<file path="config.mk">
export PLATFORM = sky130hd
export DESIGN_NAME = hs_protocol_monitor
export DESIGN_NICKNAME = d
export VERILOG_FILES = /design/src/rtl/hs_mon_pkg.sv /design/src/rtl/hs_mon_channel.sv /design/src/rtl/hs_protocol_monitor.sv
export SDC_FILE = /design/constraint.sdc
export NUM_CORES = 1
export LEC_CHECK = 0
export CAP_MARGIN = 20
export CORE_ASPECT_RATIO = 0.6
export CORE_MARGIN = 8
export CORE_UTILIZATION = 48
export DETAILED_ROUTE_END_ITERATION = 10
export GPL_ROUTABILITY_DRIVEN = 0
export PLACE_DENSITY = 0.76
export SLEW_MARGIN = 0
export SYNTH_ARGS = -nofsm -noshare
export SYNTH_HDL_FRONTEND = slang
export SYNTH_HIERARCHICAL = 1
export SYNTH_SLANG_ARGS = --single-unit
</file>
<file path="constraint.sdc">
create_clock -name clk -period 2.5 [get_ports clk]
set_input_delay 0.375 -clock clk [delete_from_list [all_inputs] [get_ports clk]]
set_output_delay 0.375 -clock clk [all_outputs]
set_load 0.03 [all_outputs]
</file>
<file path="src/rtl/hs_mon_pkg.sv">
// Shared types for the valid/ready protocol monitor.
// err_type_e : 3-bit error type code, also the bit index inside a channel's flag group
// NUM_ERR    : number of error types (width of one channel's flag group)
// lowest_err : lowest set type code of an error-detect vector
package hs_mon_pkg;

    localparam int unsigned NUM_ERR = 5;

    typedef enum logic [2:0] {
        VALID_DROP    = 3'd0,
        DATA_CHANGE   = 3'd1,
        LAST_CHANGE   = 3'd2,
        STALL_TIMEOUT = 3'd3,
        BURST_OVERRUN = 3'd4
    } err_type_e;

    function automatic err_type_e lowest_err(input logic [NUM_ERR-1:0] v);
        err_type_e t;
        logic      found;
        t     = VALID_DROP;
        found = 1'b0;
        for (int unsigned i = 0; i < NUM_ERR; i++) begin
            if (v[i] && !found) begin
                t     = err_type_e'(3'(i));
                found = 1'b1;
            end
        end
        return t;
    endfunction

endpackage

</file>
<file path="src/rtl/hs_mon_channel.sv">
// Per-channel protocol checker: history of the previous cycle, stall and beat
// counters, and a saturating transfer counter.
// Ports:
//   clk, rst_n      clock, asynchronous active-low reset
//   valid_i/ready_i handshake of the monitored channel
//   data_i, last_i  payload and last-beat marker
//   enable_i        monitor enable; when low all history is held at 0
//   cnt_clear_i     clear the transfer counter (loads 1 on a concurrent transfer)
//   err_o           per-cycle error-detect vector, bit index = err_type_e
//   xfer_count_o    saturating transfer count
module hs_mon_channel
    import hs_mon_pkg::*;
#(
    parameter int unsigned DATA_WIDTH = 32,
    parameter int unsigned TIMEOUT    = 100,
    parameter int unsigned MAX_BURST  = 256,
    parameter int unsigned CNT_WIDTH  = 32
) (
    input  logic                  clk,
    input  logic                  rst_n,
    input  logic                  valid_i,
    input  logic                  ready_i,
    input  logic [DATA_WIDTH-1:0] data_i,
    input  logic                  last_i,
    input  logic                  enable_i,
    input  logic                  cnt_clear_i,
    output logic [NUM_ERR-1:0]    err_o,
    output logic [CNT_WIDTH-1:0]  xfer_count_o
);

    localparam int unsigned STALL_W = $clog2(TIMEOUT + 1);
    localparam int unsigned BEAT_W  = (MAX_BURST > 1) ? $clog2(MAX_BURST) : 1;
    localparam logic [STALL_W-1:0] STALL_LIM = STALL_W'(TIMEOUT);
    localparam logic [STALL_W-1:0] STALL_ARM = STALL_W'(TIMEOUT - 1);
    localparam logic [BEAT_W-1:0]  BEAT_LIM  = BEAT_W'(MAX_BURST - 1);

    logic                  pend_q,  pend_d;
    logic [DATA_WIDTH-1:0] pdata_q, pdata_d;
    logic                  plast_q, plast_d;
    logic [STALL_W-1:0]    stall_q, stall_d;
    logic [BEAT_W-1:0]     beat_q,  beat_d;
    logic [CNT_WIDTH-1:0]  cnt_q,   cnt_d;

    logic xfer;
    logic stalled;

    assign xfer    = enable_i && valid_i && ready_i;
    assign stalled = enable_i && valid_i && !ready_i;

    always_comb begin
        err_o   = '0;
        pend_d  = stalled;
        pdata_d = enable_i ? data_i : '0;
        plast_d = enable_i && last_i;
        stall_d = '0;
        beat_d  = beat_q;
        cnt_d   = cnt_q;

        // pend_q is only ever set by an enabled cycle, but enable may drop
        // while it is set, so every detector is gated by the current enable.
        err_o[VALID_DROP]    = enable_i && pend_q && !valid_i;
        err_o[DATA_CHANGE]   = enable_i && pend_q && valid_i && (data_i != pdata_q);
        err_o[LAST_CHANGE]   = enable_i && pend_q && valid_i && (last_i != plast_q);
        err_o[STALL_TIMEOUT] = stalled && (stall_q == STALL_ARM);
        err_o[BURST_OVERRUN] = xfer && !last_i && (beat_q == BEAT_LIM);

        if (stalled) begin
            stall_d = (stall_q == STALL_LIM) ? stall_q : stall_q + 1'b1;
        end

        if (!enable_i) begin
            beat_d = '0;
        end else if (xfer) begin
            // An overrun restarts beat counting so the next burst is judged afresh.
            beat_d = (last_i || beat_q == BEAT_LIM) ? '0 : beat_q + 1'b1;
        end

        if (cnt_clear_i) begin
            cnt_d = CNT_WIDTH'(xfer);
        end else if (xfer && cnt_q != '1) begin
            cnt_d = cnt_q + 1'b1;
        end
    end

    always_ff @(posedge clk or negedge rst_n) begin
        if (!rst_n) begin
            pend_q  <= 1'b0;
            pdata_q <= '0;
            plast_q <= 1'b0;
            stall_q <= '0;
            beat_q  <= '0;
            cnt_q   <= '0;
        end else begin
            pend_q  <= pend_d;
            pdata_q <= pdata_d;
            plast_q <= plast_d;
            stall_q <= stall_d;
            beat_q  <= beat_d;
            cnt_q   <= cnt_d;
        end
    end

    assign xfer_count_o = cnt_q;

endmodule

</file>
<file path="src/rtl/hs_protocol_monitor.sv">
// Passive multi-channel valid/ready protocol monitor.
// Ports:
//   clk, rst_n                       clock, asynchronous active-low reset
//   ch_valid/ch_ready/ch_last        per-channel handshake and last marker
//   ch_data                          per-channel payload, channel i at [i*DATA_WIDTH +: DATA_WIDTH]
//   ch_enable                        per-channel monitor enable
//   err_clear                        clear sticky flags and first-error capture
//   cnt_clear                        clear all transfer counters
//   err_flags                        sticky flags, channel i at [i*5 +: 5]
//   err_irq                          registered OR of the flags
//   first_err_valid/_ch/_type        first-error capture
//   xfer_count                       per-channel saturating transfer counts
module hs_protocol_monitor
    import hs_mon_pkg::*;
#(
    parameter int unsigned NUM_CH     = 4,
    parameter int unsigned DATA_WIDTH = 32,
    parameter int unsigned TIMEOUT    = 100,
    parameter int unsigned MAX_BURST  = 256,
    parameter int unsigned CNT_WIDTH  = 32,
    localparam int unsigned CH_W      = (NUM_CH > 1) ? $clog2(NUM_CH) : 1
) (
    input  logic                         clk,
    input  logic                         rst_n,
    input  logic [NUM_CH-1:0]            ch_valid,
    input  logic [NUM_CH-1:0]            ch_ready,
    input  logic [NUM_CH*DATA_WIDTH-1:0] ch_data,
    input  logic [NUM_CH-1:0]            ch_last,
    input  logic [NUM_CH-1:0]            ch_enable,
    input  logic                         err_clear,
    input  logic                         cnt_clear,
    output logic [NUM_CH*NUM_ERR-1:0]    err_flags,
    output logic                         err_irq,
    output logic                         first_err_valid,
    output logic [CH_W-1:0]              first_err_ch,
    output logic [2:0]                   first_err_type,
    output logic [NUM_CH*CNT_WIDTH-1:0]  xfer_count
);

    logic [NUM_CH*NUM_ERR-1:0] err_det;
    logic [NUM_CH*NUM_ERR-1:0] flags_q, flags_d;
    logic                      irq_q;
    logic                      fv_q, fv_d;
    logic [CH_W-1:0]           fch_q, fch_d;
    err_type_e                 ftype_q, ftype_d;
    logic                      found;

    for (genvar g = 0; g < NUM_CH; g++) begin : g_ch
        hs_mon_channel #(
            .DATA_WIDTH (DATA_WIDTH),
            .TIMEOUT    (TIMEOUT),
            .MAX_BURST  (MAX_BURST),
            .CNT_WIDTH  (CNT_WIDTH)
        ) u_ch (
            .clk          (clk),
            .rst_n        (rst_n),
            .valid_i      (ch_valid[g]),
            .ready_i      (ch_ready[g]),
            .data_i       (ch_data[g*DATA_WIDTH +: DATA_WIDTH]),
            .last_i       (ch_last[g]),
            .enable_i     (ch_enable[g]),
            .cnt_clear_i  (cnt_clear),
            .err_o        (err_det[g*NUM_ERR +: NUM_ERR]),
            .xfer_count_o (xfer_count[g*CNT_WIDTH +: CNT_WIDTH])
        );
    end

    // Set-dominant: a new error in the clearing cycle survives the clear.
    assign flags_d = (err_clear ? '0 : flags_q) | err_det;

    always_comb begin
        fv_d    = fv_q;
        fch_d   = fch_q;
        ftype_d = ftype_q;
        found   = 1'b0;
        if (!fv_q || err_clear) begin
            fv_d    = 1'b0;
            fch_d   = '0;
            ftype_d = VALID_DROP;
            for (int unsigned i = 0; i < NUM_CH; i++) begin
                if (!found && |err_det[i*NUM_ERR +: NUM_ERR]) begin
                    found   = 1'b1;
                    fv_d    = 1'b1;
                    fch_d   = CH_W'(i);
                    ftype_d = lowest_err(err_det[i*NUM_ERR +: NUM_ERR]);
                end
            end
        end
    end

    always_ff @(posedge clk or negedge rst_n) begin
        if (!rst_n) begin
            flags_q <= '0;
            irq_q   <= 1'b0;
            fv_q    <= 1'b0;
            fch_q   <= '0;
            ftype_q <= VALID_DROP;
        end else begin
            flags_q <= flags_d;
            irq_q   <= |flags_d;
            fv_q    <= fv_d;
            fch_q   <= fch_d;
            ftype_q <= ftype_d;
        end
    end

    assign err_flags       = flags_q;
    assign err_irq         = irq_q;
    assign first_err_valid = fv_q;
    assign first_err_ch    = fch_q;
    assign first_err_type  = ftype_q;

endmodule

</file>
==> results.md <==
* Crit-path cells: xnor2_2 > nand4_1 > nor4_4 > a21oi_2 > nor4_2 > and2b_2 > inv_2 > or4_1 > or3_1
* CP Depth at 9
* H-tree depth at 2
* Hold Path Class: in2reg
* Initial antenna violation count at 3
* Global-route wire length before repair at 81010 um
* Status: finished, violations left
* R2R cell count at 9
* Dominant cell type by area after synthesis: dfrtp_1
* I/O pins at 303
* Detail Route Antenna Nets at 0
* Area growth syn-to-layout at 36.87%
* Setup Viol. Count Final at 1
* Post-Layout Cell Count at 2721
* CTS tree: yes
* Avg Vias per Cell at 5.581
* CP Class: reg2reg
* Clock buffer depth at 3
* Top achievable clock speed at 394.1 MHz
* Worst-path clk slew at 0.06 ns
* Register area at 0.008783 mm^2
* Final wirelength at 51430 um
* Via count at 15185
* DR WL/cell at 18.90 um
* Slowest cell on the critical path: dfrtp_1
* IO Port Bufs at 302
* Die Height at 163.8 um
* Critical path fanouts, max at 2
* CTS Sinks at 351
* Largest net degree at the start of global routing at 65
* Synth Area per Inst at 10.21 um^2
* Max_cap viols at 0
* Site Rows at 54
* Synthesized area at 0.01749 mm^2
* Final Hold Viols at 0
* Mapped Nets at 1876
* Multi-input gate area at 0.008388 mm^2
* Initial core utilization at 48.37%
* Setup WS post-layout at -0.03762 ns
* Chip width at 262.4 um
* GRT overflow at 0
* Max_slew headroom at 26.77%
* Commonest cells after routing, fill and taps aside: dfrtp_1 (351), clkdlybuf4s50_1 (300), buf_4 (216), xnor2_1 (162), and2_1 (140)
* LEAKAGE at 9.995 nW
* Share of cells above drive strength 1 at 15.69%
* VDD IR max at 0.3826 mV
* Cell Pwr Density at 540.1 mW/mm^2
* Fill count at 2737
* CP top delay family: simple AND/OR/NAND/NOR gates
* Drt first pass iters at 5
* Initial DRC Count at 1398
* Clk_lat worst skew at 0.52 ns
* Post-route DRC violation count at 0
* Yosys warns at 6
* CP Data Required Time at 2.90 ns
* Crit path arrival time at 2.94 ns
* Crit path largest cell delay at 0.41 ns
* Inserted Clock Buffers at 37
* Max-slew violation count at 0
* Clk_skew at 0.01249 ns
* EDFF count, synth at 0
* Async set-reset flop share out of synthesis at 100.0%
* Worst Path Buf+Inv at 1
* Inst Count DP at 2644
* Final nets at 2379
* Total Routing Usage GR at 22.77%
* Die Area at 0.04299 mm^2
* Worst Max-Slew Pin Slew at 1.092 ns
* Hold depth at 2
* Mapped Cells at 1712
* Post-detail-place hpwl at 37450 um
* Commonest non-fill, non-tap cell in the layout: dfrtp_1
* Vias in the first global route at 14979
* Core Footprint at 0.03615 mm^2
* Period utilization at 101.5%
* Area contributors post-synth: dfrtp_1 (50%), xnor2_1 (8.2%), and2_1 (5.0%)
* Netlist cell types at 54
* Top FF cell, synth: dfrtp_1
* Number of synthesized register bits at 351
* FF-to-FF setup slack at -0.04 ns
* Worst Setup Start Kind: flop
* Clock root cell: clkbuf_16
* Final min period at 2.538 ns
* RSZ-0062 raised after global routing: yes
* Sequential fraction of the synthesis area at 50.23%
* Synth top area share at 50.23%
* Pwr Total at 0.01293 W
* Failing checks: setup timing
* Nature of the critical path endpoint: flop
## metrics by stage
| step | hold WS, ns | utilization (%) | setup slack, ns | instance area (um^2) | setup TNS [ns] |
|---|---|---|---|---|---|
| 2_1_floorplan | 0.07941 | - | 0.1293 | 17490 | 0 |
| 3_3_place_gp | 0.3604 | 61.91 | -0.6348 | 22380 | -4.648 |
| 3_5_place_dp | 0.3596 | 61.91 | -0.7439 | 22380 | -6.918 |
| 4_1_cts | 0.3420 | 65.76 | -0.02233 | 23770 | -0.04378 |
| 5_1_grt | 0.3870 | 66.21 | -0.1787 | 23930 | -0.4611 |
| 6_report | 0.3701 | 66.21 | -0.03762 | 23930 | -0.03762 |
## cells by family after synthesis
family	Yosys count	synth area share, %
buffers and inverters	100	3.098
and+or+nand+nor	741	23.99
AOI/OAI and AO/OA	296	10.92
DFF	351	50.23
xor gates and xnor gates	196	9.818
adders and majority gates	16	1.145
muxes	12	0.8015
## routing by layer
metal	global-route usage (%)	share of wire, %	vias up
met5	0	0.025	-
met4	5.897	2.1	2
met3	4.351	6.0	71
met2	35.95	46	469
met1	32.19	46	7499
li1	-	-	7144
## timing repair
| item | in CTS | in global routing |
|---|---|---|
| hold buffers | 1 | 0 |
| hold endpoints to repair | 50 | 0 |
| buffers inserted | 5 | 1 |
| endpoints found under the setup margin | 20 | 15 |
| pin swaps | 13 | 19 |
| cloned | 2 | 1 |
| resized for setup | 8 | 25 |
## final cells by class
type	count	share of cell area, %
multi-input cells	1264	35.05
flip-flops and latches	351	36.70
repair buffers	523	19.81
diodes	2	0.02091
inverters	38	0.5960
clock inverters	12	0.5908
well taps	476	2.488
clock buffers	55	4.747
## path summary, 6_finish.rpt
check | to | from
worst max-delay path | err_irq | g_ch[3].u_ch/pdata_q[2]
worst min-delay path | g_ch[2].u_ch/xfer_count_o[28] | cnt_clear
worst max register to register | err_irq | g_ch[3].u_ch/pdata_q[2]
worst min register to register | g_ch[1].u_ch/beat_q[5] | g_ch[1].u_ch/beat_q[5]
max in group asynchronous | g_ch[0].u_ch/pdata_q[26] | rst_n
min in group asynchronous | g_ch[2].u_ch/xfer_count_o[27] | rst_n
## synthesized netlist by cell type, types with 36 or more instances
cell type / count
o21ai_0: 45
o21ai_1: 40
and2_1: 140
and3_1: 36
o31ai_1: 37
nand2_1: 92
nand4_1: 76
a21oi_1: 87
clkbuf_1: 36
or3_1: 41
or4_1: 42
inv_1: 37
nand3_1: 69
dfrtp_1: 351
nor2_1: 137
xnor2_1: 164
## where the power goes
part / internal [W] / leakage, nW / switching (W)
clock network: 0.00346 / 0.634 / 0.00228
logic: 0.000614 / 4.62 / 0.000644
registers: 0.00583 / 4.74 / 0.0000928
total: 0.00991 / 9.99 / 0.00302
## registers in the layout, summed over array words and instances (netlist names), 2 cells and up
name                    count
err_flags                  20
first_err_ch                2
first_err_type              3
g_ch.u_ch/beat_q           32
g_ch.u_ch/pdata_q         128
g_ch.u_ch/pend_q            4
g_ch.u_ch/plast_q           4
g_ch.u_ch/stall_q          28
g_ch.u_ch/xfer_count_o    128
No activity file was read; power rests on OpenSTA's default activity.
